File: src/rtl/mod_counter_pkg.sv
// Shared constants and helpers for the modulo counter.
package mod_counter_pkg;

  localparam logic DIR_UP   = 1'b1;
  localparam logic DIR_DOWN = 1'b0;

  // Largest count value: MODULUS-1, clamped to what WIDTH bits can hold.
  function automatic longint unsigned calc_max(input int unsigned width,
                                               input longint unsigned modulus);
    longint unsigned full;
    full = (64'd1 << width) - 64'd1;
    if (modulus == 0 || (modulus - 64'd1) > full) return full;
    return modulus - 64'd1;
  endfunction

endpackage

File: src/rtl/mod_counter_tick_prescaler.sv
// Enable prescaler: emits one tick every PRESCALE enabled cycles; clr restarts the phase.
module tick_prescaler #(
  parameter int PRESCALE = 1
) (
  input  logic CLK,
  input  logic reset,
  input  logic en,
  input  logic clr,
  output logic tick
);

  if (PRESCALE <= 1) begin : g_bypass
    logic unused_inputs;
    assign unused_inputs = ^{CLK, reset, clr};
    assign tick = en;
  end else begin : g_count
    localparam int PW = $clog2(PRESCALE);
    localparam logic [PW-1:0] LAST = PW'(PRESCALE - 1);

    logic [PW-1:0] pcnt_q, pcnt_d;

    always_comb begin
      pcnt_d = pcnt_q;
      if (clr) begin
        pcnt_d = '0;
      end else if (en) begin
        pcnt_d = (pcnt_q == LAST) ? '0 : pcnt_q + PW'(1);
      end
    end

    always_ff @(posedge CLK or posedge reset) begin
      if (reset) pcnt_q <= '0;
      else       pcnt_q <= pcnt_d;
    end

    assign tick = en && (pcnt_q == LAST);
  end

endmodule

File: src/rtl/mod_counter.sv
// Parametrised modulo up/down counter with load, prescaled enable, tc and wrap.
// Define MOD_COUNTER_SATURATE_EN to hold at the limits instead of wrapping.
module mod_counter
  import mod_counter_pkg::*;
#(
  parameter int WIDTH    = 12,
  parameter int MODULUS  = 2**WIDTH,
  parameter int PRESCALE = 1
) (
  input  logic             CLK,
  input  logic             reset,
  input  logic             en,
  input  logic             load,
  input  logic [WIDTH-1:0] load_val,
  input  logic             up_dn,
  output logic [WIDTH-1:0] q,
  output logic             tc,
  output logic             wrap,
  output logic             zero
);

  localparam logic [WIDTH-1:0] MAX = WIDTH'(calc_max(WIDTH, MODULUS));

  logic             tick;
  logic [WIDTH-1:0] q_q, q_d;
  logic             wrap_q, wrap_d;

  tick_prescaler #(.PRESCALE(PRESCALE)) u_prescaler (
    .CLK   (CLK),
    .reset (reset),
    .en    (en),
    .clr   (load),
    .tick  (tick)
  );

  // Limits are compared by equality so MODULUS == 2**WIDTH needs no extra bit.
  always_comb begin
    q_d    = q_q;
    wrap_d = 1'b0;
    if (load) begin
      q_d = (load_val > MAX) ? MAX : load_val;
    end else if (tick) begin
      if (up_dn == DIR_UP) begin
        if (q_q == MAX) begin
`ifdef MOD_COUNTER_SATURATE_EN
          q_d = MAX;
`else
          q_d    = '0;
          wrap_d = 1'b1;
`endif
        end else begin
          q_d = q_q + WIDTH'(1);
        end
      end else begin
        if (q_q == '0) begin
`ifdef MOD_COUNTER_SATURATE_EN
          q_d = '0;
`else
          q_d    = MAX;
          wrap_d = 1'b1;
`endif
        end else begin
          q_d = q_q - WIDTH'(1);
        end
      end
    end
  end

  always_ff @(posedge CLK or posedge reset) begin
    if (reset) begin
      q_q    <= '0;
      wrap_q <= 1'b0;
    end else begin
      q_q    <= q_d;
      wrap_q <= wrap_d;
    end
  end

  assign q    = q_q;
  assign wrap = wrap_q;
  assign zero = (q_q == '0);
  assign tc   = ((up_dn == DIR_UP) && (q_q == MAX)) || ((up_dn == DIR_DOWN) && (q_q == '0));

endmodule

File: config.mk
export PLATFORM = sky130hd
export DESIGN_NAME = mod_counter
export DESIGN_NICKNAME = d
export VERILOG_FILES = /design/src/rtl/mod_counter_pkg.sv /design/src/rtl/mod_counter_tick_prescaler.sv /design/src/rtl/mod_counter.sv
export SDC_FILE = /design/constraint.sdc
export NUM_CORES = 1
export LEC_CHECK = 0
export ABC_AREA = 1
export BUFFER_PORTS_ARGS = -buffer_cell sky130_fd_sc_hd__buf_2
export CORE_ASPECT_RATIO = 2
export CORE_MARGIN = 5
export CORE_UTILIZATION = 55
export DETAILED_ROUTE_END_ITERATION = 10
export GPL_TIMING_DRIVEN = 0
export PLACE_DENSITY = 0.79
export SLEW_MARGIN = 25
export SYNTH_ARGS = -nofsm -noshare
export SYNTH_HDL_FRONTEND = slang
export SYNTH_SLANG_ARGS = --single-unit
File: constraint.sdc
create_clock -name CLK -period 4.7 [get_ports CLK]
set_input_delay 0.235 -clock CLK [delete_from_list [all_inputs] [get_ports CLK]]
set_output_delay 0.235 -clock CLK [all_outputs]
set_load 0.01 [all_outputs]
# Word level (Yosys, flattened, before mapping)
# Index checks and enable logic that the tools add are counted.
[classes]
n_eq_ne = 1
n_bitwise = 1
n_reduce_logical = 5
muxes = 11
n_addsub = 2
magnitude_cmp = 1
[ops]
columns = ["operator", "n"]
rows = [
  ["$mux W12", 6],
  ["$add A12 B1 Y12 const B", 1],
  ["$eq A12 B12 Y1 const B", 1],
  ["$gt A12 B12 Y1 const B", 1],
  ["$logic_not A12 Y1", 1],
  ["$sub A12 B1 Y12 const B", 1],
  ["$mux W1", 5],
  ["$logic_and A1 B1 Y1", 2],
  ["$reduce_bool A2 Y1", 1],
  ["$logic_or A1 B1 Y1", 1],
  ["$not A1 Y1", 1],
]
[totals]
word_cells = 23
register_bits = 13
in_bits = 17
output_inout_bits = 15

# Logic depth before layout (Yosys ltp)
[logic_depth]
word_depth = 5
ltp_mapped = 11
depth_no_buf = 11

# Modules after synthesis
# Synthesis repeated with hierarchy kept, for this count alone.
[hier_totals]
cells_unflattened = 236
area_unflattened_um2 = 1446.4
[modules_own_cells]
columns = ["mod", "area_each_um2", "seq_area_each_um2", "cells_per_inst", "n_inst"]
rows = [
  ["mod_counter", 1438.9, 325.3, 235, 1],
  ["tick_prescaler", 7.5, 0.0, 1, 1],
]

# Worst setup path before layout
# OpenSTA, ideal clock, no wires.
[synth_timing]
path_type = "flip-flop to output port"
from = "register q_q[1], in the netlist q[1]"
to = "output tc"
setup_slack_ps = 3060
path_buffers = 0
stages_incl_launch_ff = 6
t_required_ps = 4465
t_arrival_ps = 1405
cell_sequence = "dfrtp_1 ha_1 nand2_1 nor2_4 nand4_1 o31ai_1"
[synth_via]
elab_chain_cells = 3
elab_cells_between_ends = 5
cone_classes = "eq/ne (1); reduce/logical (4)"
[synth_lines]
columns = ["element", "line_no", "source"]
rows = [
  ["from (decl)", "mod_counter.sv:25", "logic [WIDTH-1:0] q_q, q_d;"],
  ["from (signal assigned)", "mod_counter.sv:74", "q_q <= q_d;"],
  ["$eq A12 B12 Y1 / $logic_not A12 Y1 (equally long branches)", "mod_counter.sv:82", "assign tc = ((up_dn == DIR_UP) && (q_q == MAX)) || ((up_dn == DIR_DOWN) && (q_q == '0));"],
  ["$logic_and A1 B1 Y1", "mod_counter.sv:82", ""],
  ["$logic_or A1 B1 Y1 (*)", "mod_counter.sv:82", ""],
  ["to (decl)", "mod_counter.sv:17", "output logic tc,"],
]
# Mark *: on every way between the ends. The rest lies on a longest branch, timed or not.

# Worst setup path in the final report
# Ends and elaborated chain as after synthesis.

==> results.json <==
{
  "port_buffers": 29,
  "yosysTopAreaCell": "dfrtp_1",
  "maxCapViolations": 0,
  "worstMarginPinSlew_ns": 0.458,
  "cp_cell_sequence": "ha_1 > nand2_1 > nor2_4 > nand4_1 > o31ai_1 > buf_2",
  "synth_nets": 255,
  "core_area_mm2": 0.00254,
  "diodes": 0,
  "setup_viol": 0,
  "hpwl_um": 3300,
  "drc": 0,
  "antenna_found_initial": 0,
  "syn-cell-area_mm2": 0.00144,
  "cts_tree": "done",
  "placed_cells": 292,
  "grt_max_degree": 14,
  "top_level_ports": 32,
  "final_cells": 296,
  "comb_power_share_pct": 42.7,
  "clock_sinks": 13,
  "fill_cells": 257,
  "fmax_mhz": 492,
  "rr_worst_depth": 9,
  "post-route-util_pct": 65.6,
  "die_w_um": 46.2,
  "timing.slew.headroom_pct": 69.4,
  "vias": 1586,
  "place_congestion": 0.920,
  "dr.pass1.iters": 4,
  "dieHeight_um": 82.3,
  "crit_family": "simple AND/OR/NAND/NOR gates",
  "grt.total_usage_pct": 24.9,
  "rsz0062_at_grt": "false",
  "p_seq_share_pct": 35.1,
  "slowest_stage": "dfrtp_1",
  "synthCells": 235,
  "postRouteWirelength_um": 3960,
  "hold_ws_ns": -0.00466,
  "ys_seq_elements": 13,
  "violations": "negative hold slack",
  "start_util_pct": 56.7,
  "fin_area_mm2": 0.00166,
  "slew_violations": 0,
  "synth.distinct_cells": 29,
  "required_ns": 4.47,
  "cts_setup_buffers": 0,
  "rows": 26,
  "finalCritPeriodShare_pct": 43.2,
  "die_area_mm2": 0.00380,
  "initialDrtViolationCount": 57,
  "min_period_ns": 2.03,
  "critical_path_buf_inv_count": 1,
  "dpl_cell_area_mm2": 0.00162,
  "cp_data_arrival_time_ns": 1.80,
  "clk_latency_ns": 0.24,
  "peakVddDrop_mv": 0.264,
  "ys_seq_area_share_pct": 22.6,
  "synthTopCellsByArea": "dfrtp_1 23%, nand2_1 22%, nand3_1 8.7%, nor2_1 6.8%, nor2_4 5.5%",
  "hold_class": "in -> async",
  "nets": 289,
  "htreeDepth": 1,
  "grt_pass1_wl_um": 6980,
  "worst-path-stages": 6,
  "avgRoutedWirePerCell_um": 13.4,
  "synth_top_area_share_pct": 22.6,
  "grt_pass1_vias": 1548,
  "clkTransAtPathRegs_ns": 0.05,
  "yosysWarnings": 0,
  "setup.worst_path.start_class": "register",
  "leakagePower_uw": 0.000869,
  "ant_nets": 0,
  "cp-end-kind": "output port",
  "grt-ovfl-total": 0,
  "p_sw_share_pct": 40.6,
  "power.internal_uw": 249,
  "clock_power_share_pct": 22.2,
  "status": "finished with violations",
  "tns_ns": 0,
  "root_buffer": "clkbuf_8",
  "cts_buffer_depth": 2,
  "drive_above_1_share_pct": 25.0,
  "cp_max_fo": 7,
  "avgSynthCellArea_um2": 6.12,
  "hold_buffers": 0,
  "numCtsBuffers": 3,
  "critPathMaxStageDelay_ns": 0.48,
  "via_per_inst": 5.36,
  "skew_ns": 0.00202,
  "power_density_mw_per_mm2": 252,
  "syn_to_final_growth_pct": 15.7,
  "switching_power_uw": 170,
  "timing_hold_violations_final": 13,
  "path_class": "reg -> out",
  "postCtsResizedCells": 0
}
-- power groups by stage --
stage,clock (uW),sequential [uW],combinational (uW)
floorplan,0,150,125
global placement,0,148,176
detailed placement,0,148,178
CTS,96.6,146,179
global route,104,150,202
finish,93.2,147,179
-- path summary, 6_finish.rpt --
kind	startpoint	endpoint	slack (ns)
setup / recovery	q[1]	tc	2.67
hold / removal	reset	q[11]	-0.005
setup reg to reg	q[0]	q[4]	2.87
hold reg to reg	q[0]	q[0]	0.60
max in group asynchronous	reset	q[4]	4.39
min in group CLK	load_val[8]	q[8]	0.22
-- layout make-up --
type / instances / area [um2] / area share, %
tap: 28 / 35.0 / 2.11
buffer: 8 / 51.3 / 3.08
clock buffer: 4 / 45.0 / 2.71
sequential: 13 / 325 / 19.5
inverter: 23 / 86.3 / 5.19
timing repair buffer: 29 / 145 / 8.72
multi-input combinational: 191 / 976 / 58.6
-- cells in the final DEF, fill, tap and decap left out --
cell / count
o21ai_1: 2
a21oi_1: 2
nor3_1: 1
clkinv_1: 1
nor2_4: 7
nand4_1: 5
o21ai_0: 8
dfrtp_1: 13
nor2_1: 26
buf_2: 34
xor2_1: 2
ha_1: 3
nand3_4: 2
clkbuf_8: 3
inv_1: 18
nand3_1: 25
nor2_2: 7
nand3_2: 1
nand2_1: 83
o211ai_1: 1
o31ai_1: 1
nand2_2: 6
a211oi_1: 1
xnor2_1: 2
buf_6: 1
clkbuf_4: 1
inv_2: 4
a22oi_1: 5
nand3b_1: 1
buf_4: 1
clkbuf_1: 1
-- stage by stage --
stage | setup WS [ns] | total power [uW]
after floorplan | 3.06 | 275
after global placement | 2.89 | 324
after detailed placement | 2.88 | 327
after CTS | 2.65 | 422
after global routing | 2.51 | 456
final | 2.67 | 419
-- flip-flops by register name, indices dropped and copies added, names as in the netlist --
signal  flops
q          12
wrap        1
-- cells in the mapped netlist --
| cell | n |
|---|---|
| nand2_1 | 83 |
| xnor2_1 | 2 |
| nand3b_1 | 1 |
| ha_1 | 3 |
| nand3_2 | 1 |
| nor2_1 | 26 |
| nor3_1 | 1 |
| a22oi_1 | 5 |
| buf_2 | 5 |
| nand3_1 | 25 |
| inv_2 | 4 |
| o21ai_0 | 8 |
| nand3_4 | 2 |
| nor2_2 | 7 |
| clkbuf_4 | 1 |
| buf_4 | 1 |
| o211ai_1 | 1 |
| o21ai_1 | 2 |
| o31ai_1 | 1 |
| xor2_1 | 2 |
| clkinv_1 | 1 |
| nor2_4 | 7 |
| dfrtp_1 | 13 |
| buf_6 | 1 |
| a211oi_1 | 1 |
| nand2_2 | 6 |
| inv_1 | 18 |
| a21oi_1 | 2 |
| nand4_1 | 5 |
-- worst register-to-register path, cell delays in order, from the launching register on --
cell and delay [ns]:
dfrtp_1 0.43, inv_1 0.23, ha_1 0.32, inv_1 0.10, nor2_2 0.19, nor2_1 0.05, o21ai_0 0.17, nand3_1 0.11
nand2_1 0.07, nand2_1 0.05
-- metal layers --
layer  up-vias  wire [um]  GRT usage (%)  share of wire (%)
li1        817          -              -                  -
met1       722       1520           28.2                 38
met2        37       2250           44.9                 57
met3        10         92           1.95                2.3
met4         0        100           11.1                2.5
met5         -          0              0                  0
-- cell families after synthesis --
| group | share of synthesized area (%) |
|---|---|
| and+or+nand+nor | 54.4 |
| DFF | 22.6 |
| adders and majority gates | 2.61 |
| buffers and inverters | 9.56 |
| xor gates and xnor gates | 2.44 |
| AOI/OAI and AO/OA | 8.35 |
Power figures use the tool's default switching activity.
